<file path="config.mk">
export PLATFORM = sky130hd
export DESIGN_NAME = fpu_issue_arbiter
export DESIGN_NICKNAME = d
export VERILOG_FILES = /design/src/rtl/fpu_issue_arbiter.sv
export SDC_FILE = /design/constraint.sdc
export NUM_CORES = 1
export LEC_CHECK = 0
export ABC_CLOCK_PERIOD_IN_PS = 3600
export BUFFER_PORTS_ARGS = -buffer_cell sky130_fd_sc_hd__clkbuf_2
export CORE_AREA = 2 2 162 164
export CTS_BUF_LIST = sky130_fd_sc_hd__clkbuf_8
export DETAILED_ROUTE_END_ITERATION = 7
export DIE_AREA = 0 0 164 166
export HOLD_SLACK_MARGIN = 0.1
export MAX_ROUTING_LAYER = met4
export PLACE_DENSITY = 0.49
export SLEW_MARGIN = 10
export SYNTH_ARGS = -nofsm -noshare
export SYNTH_HDL_FRONTEND = slang
export SYNTH_SLANG_ARGS = --single-unit
</file>
<file path="constraint.sdc">
create_clock -name clk -period 3.6 [get_ports clk]
set_input_delay 0.72 -clock clk [delete_from_list [all_inputs] [get_ports clk]]
set_output_delay 0.72 -clock clk [all_outputs]
set_load 0.1 [all_outputs]
</file>
<file path="src/rtl/fpu_issue_arbiter.sv">
// fpu_issue_arbiter: round-robin issue of operand sets from NUM_REQ requesters
// onto one shared multicycle fpu datapath. The result is captured after a
// per-op latency and returned with the requester id on a valid/ready channel.
module fpu_issue_arbiter #(
   parameter int NUM_REQ = 4,
   parameter int ID_W    = 2,
   parameter int ADD_LAT = 2,
   parameter int MUL_LAT = 3,
   parameter int DIV_LAT = 6
) (
   input  logic                  clk,
   input  logic                  rst,
   input  logic [NUM_REQ-1:0]    req_valid,
   output logic [NUM_REQ-1:0]    req_ready,
   input  logic [32*NUM_REQ-1:0] req_a,
   input  logic [32*NUM_REQ-1:0] req_b,
   input  logic [2*NUM_REQ-1:0]  req_op,
   output logic [31:0]           fpu_a,
   output logic [31:0]           fpu_b,
   output logic [1:0]            fpu_op,
   output logic                  fpu_start,
   input  logic [31:0]           fpu_out,
   output logic                  rsp_valid,
   input  logic                  rsp_ready,
   output logic [31:0]           rsp_data,
   output logic [ID_W-1:0]       rsp_id,
   output logic                  busy
);

   // Selected word layout: {id, op, b, a}
   localparam int WORD_W = ID_W + 66;

   typedef enum logic [1:0] {
      IDLE = 2'd0,
      EXEC = 2'd1,
      RESP = 2'd2
   } state_t;

   state_t            state_q, state_d;
   logic [ID_W-1:0]   ptr_q, ptr_d;        // first index searched for the next grant
   logic [7:0]        cnt_q, cnt_d;        // remaining cycles before capture
   logic [31:0]       fpu_a_q, fpu_a_d;
   logic [31:0]       fpu_b_q, fpu_b_d;
   logic [1:0]        fpu_op_q, fpu_op_d;
   logic              fpu_start_q, fpu_start_d;
   logic              rsp_valid_q, rsp_valid_d;
   logic [31:0]       rsp_data_q, rsp_data_d;
   logic [ID_W-1:0]   rsp_id_q, rsp_id_d;

   logic [NUM_REQ-1:0] rot_valid;
   logic [NUM_REQ-1:0] rot_oh;
   logic [NUM_REQ-1:0] grant_oh;
   logic [WORD_W-1:0]  word_terms [NUM_REQ];
   logic [WORD_W-1:0]  sel_word;
   logic [31:0]        sel_a;
   logic [31:0]        sel_b;
   logic [1:0]         sel_op;
   logic [ID_W-1:0]    sel_id;
   logic [7:0]         sel_lat_m1;
   logic               accept;

   // Rotate valids so the search start sits at bit 0, isolate the lowest set
   // bit, then rotate the one-hot back into requester order.
   assign rot_valid = NUM_REQ'({req_valid, req_valid} >> ptr_q);
   assign rot_oh    = rot_valid & (~rot_valid + NUM_REQ'(1));
   assign grant_oh  = NUM_REQ'(({rot_oh, rot_oh} << ptr_q) >> NUM_REQ);

   // Grant is offered only while idle and out of reset.
   assign req_ready = (state_q == IDLE && !rst) ? grant_oh : '0;
   assign accept    = |(req_valid & req_ready);

   // One-hot AND-OR mux of {id, op, b, a} for the granted requester.
   genvar gi, gb;
   generate
      for (gi = 0; gi < NUM_REQ; gi++) begin : g_term
         assign word_terms[gi] = {ID_W'(gi), req_op[2*gi +: 2], req_b[32*gi +: 32], req_a[32*gi +: 32]}
                                 & {WORD_W{grant_oh[gi]}};
      end
      for (gb = 0; gb < WORD_W; gb++) begin : g_col
         logic [NUM_REQ-1:0] col;
         for (gi = 0; gi < NUM_REQ; gi++) begin : g_row
            assign col[gi] = word_terms[gi][gb];
         end
         assign sel_word[gb] = |col;
      end
   endgenerate

   assign sel_a  = sel_word[31:0];
   assign sel_b  = sel_word[63:32];
   assign sel_op = sel_word[65:64];
   assign sel_id = sel_word[WORD_W-1:66];

   // Cycles to wait after the accept edge, minus one (counter reaches 0 on the capture cycle).
   always_comb begin
      case (sel_op)
         2'b10:   sel_lat_m1 = 8'(MUL_LAT - 1);
         2'b11:   sel_lat_m1 = 8'(DIV_LAT - 1);
         default: sel_lat_m1 = 8'(ADD_LAT - 1);
      endcase
   end

   // Next-state logic for the IDLE -> EXEC -> RESP sequence.
   always_comb begin
      state_d     = state_q;
      ptr_d       = ptr_q;
      cnt_d       = cnt_q;
      fpu_a_d     = fpu_a_q;
      fpu_b_d     = fpu_b_q;
      fpu_op_d    = fpu_op_q;
      fpu_start_d = 1'b0;
      rsp_valid_d = rsp_valid_q;
      rsp_data_d  = rsp_data_q;
      rsp_id_d    = rsp_id_q;
      case (state_q)
         IDLE: begin
            if (accept) begin
               fpu_a_d     = sel_a;
               fpu_b_d     = sel_b;
               fpu_op_d    = sel_op;
               fpu_start_d = 1'b1;
               rsp_id_d    = sel_id;
               cnt_d       = sel_lat_m1;
               ptr_d       = (sel_id == ID_W'(NUM_REQ - 1)) ? '0 : sel_id + ID_W'(1);
               state_d     = EXEC;
            end
         end
         EXEC: begin
            if (cnt_q == 8'd0) begin
               rsp_data_d  = fpu_out;
               rsp_valid_d = 1'b1;
               state_d     = RESP;
            end else begin
               cnt_d = cnt_q - 8'd1;
            end
         end
         RESP: begin
            if (rsp_ready) begin
               rsp_valid_d = 1'b0;
               state_d     = IDLE;
            end
         end
         default: begin
            state_d     = IDLE;
            rsp_valid_d = 1'b0;
         end
      endcase
   end

   // State and output registers; reset drops any in-flight op.
   always_ff @(posedge clk or posedge rst) begin
      if (rst) begin
         state_q     <= IDLE;
         ptr_q       <= '0;
         cnt_q       <= 8'd0;
         fpu_a_q     <= 32'd0;
         fpu_b_q     <= 32'd0;
         fpu_op_q    <= 2'd0;
         fpu_start_q <= 1'b0;
         rsp_valid_q <= 1'b0;
         rsp_data_q  <= 32'd0;
         rsp_id_q    <= '0;
      end else begin
         state_q     <= state_d;
         ptr_q       <= ptr_d;
         cnt_q       <= cnt_d;
         fpu_a_q     <= fpu_a_d;
         fpu_b_q     <= fpu_b_d;
         fpu_op_q    <= fpu_op_d;
         fpu_start_q <= fpu_start_d;
         rsp_valid_q <= rsp_valid_d;
         rsp_data_q  <= rsp_data_d;
         rsp_id_q    <= rsp_id_d;
      end
   end

   assign fpu_a     = fpu_a_q;
   assign fpu_b     = fpu_b_q;
   assign fpu_op    = fpu_op_q;
   assign fpu_start = fpu_start_q;
   assign rsp_valid = rsp_valid_q;
   assign rsp_data  = rsp_data_q;
   assign rsp_id    = rsp_id_q;
   assign busy      = (state_q != IDLE);

endmodule
</file>
==> summary by stage <==
Run status
The run finished with clean final reports.

Cells and area
The fraction of final layout cells sized beyond drive strength 1 is about half. The area growth from synthesis to layout is 51.1%. The final layout net count is 1251.

STA
The number of setup violations in the final report is 0. The slew at the pin closest to its max-slew limit is ~890 ps. The maximum frequency from static timing analysis is between 300 and 400 MHz. Summed over all failing endpoints, the final setup total negative slack is 0 ps. The number of hold-slack violations in the final timing report is 0. The worst-case headroom to the max-slew limit is between 40% and 50%. The max-slew violation count is 0. Setup repair after global routing left no endpoint under its margin. The setup clock skew after layout is ~15 ps. The worst path needs approximately 2900 ps of the cycle, external delays included. Of the available clock period, the critical path in the final layout requires 81.1%.

Drt
The final wirelength is about 24 mm. The detailed router's first-iteration violation count is roughly 630. The vias per cell is between 4 and 5. The count of nets left with antenna violations once routing finished came out at 0.

The pre-antenna-repair detailed-routing pass consisted of 8 iterations. The remaining routing DRC violations is 0. The routed layout has approximately 6400 vias. Dividing the detail-routed wire length by the instance count gives approximately 19 um.

Yosys
Of all cell types, the one taking the most synthesized area is dfrtp_1. The synthesized netlist net count is between 800 and 900. After technology mapping, the gate count stands at ~550. The number of warnings reported in the yosys synthesis log is 0.

The count of state elements after synthesis is 114. After synthesis, the largest area contributor takes up around 51% of total cell area. Of the synthesized area, sequential elements account for between 50% and 60%.

After synthesis, the cell types taking the most area are dfrtp_1, a21oi_1, a222oi_1. Dividing the synthesized area by the synthesized cell count gives 10.1 um^2. After synthesis the cells add up to around 5600 um^2.

Counting distinct cell types in the post-synthesis netlist gives 43.

Clocking
The hold buffer count at cts is 0. The root buffer cell is clkbuf_8. The clock buffer count from CTS is 17. The later pin in the worst-skew pair is clocked with a latency of 430 ps.

The clock tree from TritonCTS is yes. The clock drives roughly 110 sinks. The number of buffers inserted by post-CTS setup repair is 0. The post-cts gate resize count is 0. The clock transition at the register clock pins on the worst setup and hold paths after CTS is approximately 90 ps. The deepest clock path buffer count is 2.

The H-tree depth is 4.

Critical path
The classification of the worst setup path is reg -> out. Along the worst path, the maximum fanout reaches 18. The required time of the worst setup path is 2880 ps.

The data arrival time of the worst path is ~2200 ps. STA classifies the critical path startpoint as a flop. The endpoint type of the worst setup path is an output port. The setup check on the worst reg-to-reg path leaves a slack of about 1100 ps.

Floorplanning
The die covers ~27000 um^2. The core region area is 25600 um^2. The number of primary I/O pins is 410. The initial standard-cell utilization of the core is about 22%. The chip height is about 170 um. From left edge to right edge, the die measures between 150 and 200 um. The site row count is 59.

GRT
Global routing used 18.1% of the available tracks. The initial antenna violation count is 2. The via count of the first global-routing pass is around 6300. The overflow left after global routing is 0. The first-pass GRT wire length is about 36 mm. The pin count of the biggest net entering global routing is 62.

Place
After legalization and detailed placement, the total HPWL measured between 15 and 20 mm. The number of buffers inserted by port buffering is between 400 and 500. The final estimated routing congestion in global placement is between 0.8 and 0.9.

Job
The number of violations of the max-capacitance limit is 0.

Worst hold path
The type of the most critical hold path is in -> async.
[state kept, by name, indices dropped and copies added, names as in the netlist]
| name | count |
|---|---|
| rsp_id | 2 |
| fpu_start | 1 |
| rsp_data | 32 |
| fpu_a | 32 |
| ptr_q | 2 |
| cnt_q | 8 |
| fpu_op | 2 |
| rsp_valid | 1 |
| state_q | 2 |
| fpu_b | 32 |
[stage by stage]
step                      cell area, um^2  utilization (%)  hold WS (ps)  instances  worst slack [ps]
after detailed placement             7990             31.2           467       1262               721
final                                8420             32.9           286       1296               682
after global routing                 8420             32.9           279       1296               497
after global placement               7990             31.2           462       1262               754
after floorplan                      5580                -           471        551               333
after CTS                            8410             32.8           262       1294               619
[path summary, 6_finish.rpt]
path | start | end | cells after the start
max | ptr_q[1]$_DFFE_PP0P_ | req_ready[1] | 4
min | rst | fpu_start$_DFF_PP0_ | 2
max reg2reg | ptr_q[1]$_DFFE_PP0P_ | cnt_q[1]$_DFFE_PP0P_ | 5
min reg2reg | rsp_id[0]$_DFFE_PP0P_ | rsp_id[0]$_DFFE_PP0P_ | 1
max in group asynchronous | rst | fpu_b[10]$_DFFE_PP0P_ | 3
min in group clk | rsp_id[0]$_DFFE_PP0P_ | rsp_id[0]$_DFFE_PP0P_ | 1
[Yosys cell counts (all sizes together)]
| master | n |
|---|---|
| a21oi | 135 |
| dfrtp | 114 |
| nor2 | 79 |
| a222oi | 65 |
| mux2 | 32 |
| clkbuf | 28 |
| buf | 22 |
| o21ai | 9 |
| inv | 8 |
| nand2 | 7 |
| nor3 | 5 |
| a211o | 4 |
| a21o | 4 |
| and2 | 4 |
| o31ai | 4 |
| o22ai | 3 |
| a211oi | 2 |
| a22o | 2 |
| a31oi | 2 |
| and3 | 2 |
| ha | 2 |
| nand2b | 2 |
| o21a | 2 |
| or4 | 2 |
| a221oi | 1 |
| a2bb2oi | 1 |
| a32o | 1 |
| and2b | 1 |
| and4 | 1 |
| nand3 | 1 |
| nor2b | 1 |
| o211ai | 1 |
| o221a | 1 |
| o221ai | 1 |
| or2 | 1 |
| xor2 | 1 |
[per-layer routing]
layer | GRT usage (%) | up-vias | wire length, um
met4 | 6.33 | 0 | 530
met5 | - | - | 0
met3 | 4.62 | 27 | 1920
met1 | 21.7 | 3103 | 9970
met2 | 29.3 | 345 | 12000
li1 | - | 2918 | -
[critical path, cell delays in order, from the launching register on]
cell	delay (ps)
dfrtp_1	500
a21oi_1	190
o221a_2	600
and2_1	280
buf_12	190
[layout make-up]
type / instances / area [um^2]
fillers: 2708 / 17200
flip-flops and latches: 114 / 2850
multi-input cells: 379 / 2480
repair buffers: 426 / 2200
well taps: 335 / 419
clock buffers: 18 / 248
clock inverters: 14 / 180
inverters: 8 / 33.8
diodes: 2 / 5.00
[placed cells by master (no fill, tap or decap), drive strengths merged, types with 3 or more instances in the layout]
cell type / netlist / final
bufinv: 0 / 3
a222oi: 65 / 65
clkinvlp: 0 / 4
nand2: 7 / 7
clkinv: 0 / 4
nor2: 79 / 79
o21ai: 9 / 9
a21o: 4 / 4
mux2: 32 / 32
a211o: 4 / 4
inv: 8 / 11
dfrtp: 114 / 114
o31ai: 4 / 4
buf: 22 / 18
nor3: 5 / 5
o22ai: 3 / 3
a21oi: 135 / 135
clkbuf: 28 / 426
and2: 4 / 4
[cell families after synthesis]
| kind of cell | share of synthesized area [%] |
|---|---|
| xor gates and xnor gates | 0.157 |
| muxes | 6.47 |
| adders and majority gates | 0.449 |
| buffers and inverters | 4.65 |
| and+or+nand+nor | 8.37 |
| DFF | 51.2 |
| AOI/OAI and AO/OA | 28.7 |
Power is left out: the tool's default activity adds up to more than one toggle a clock period on the data nets, which glitch-free logic cannot reach.
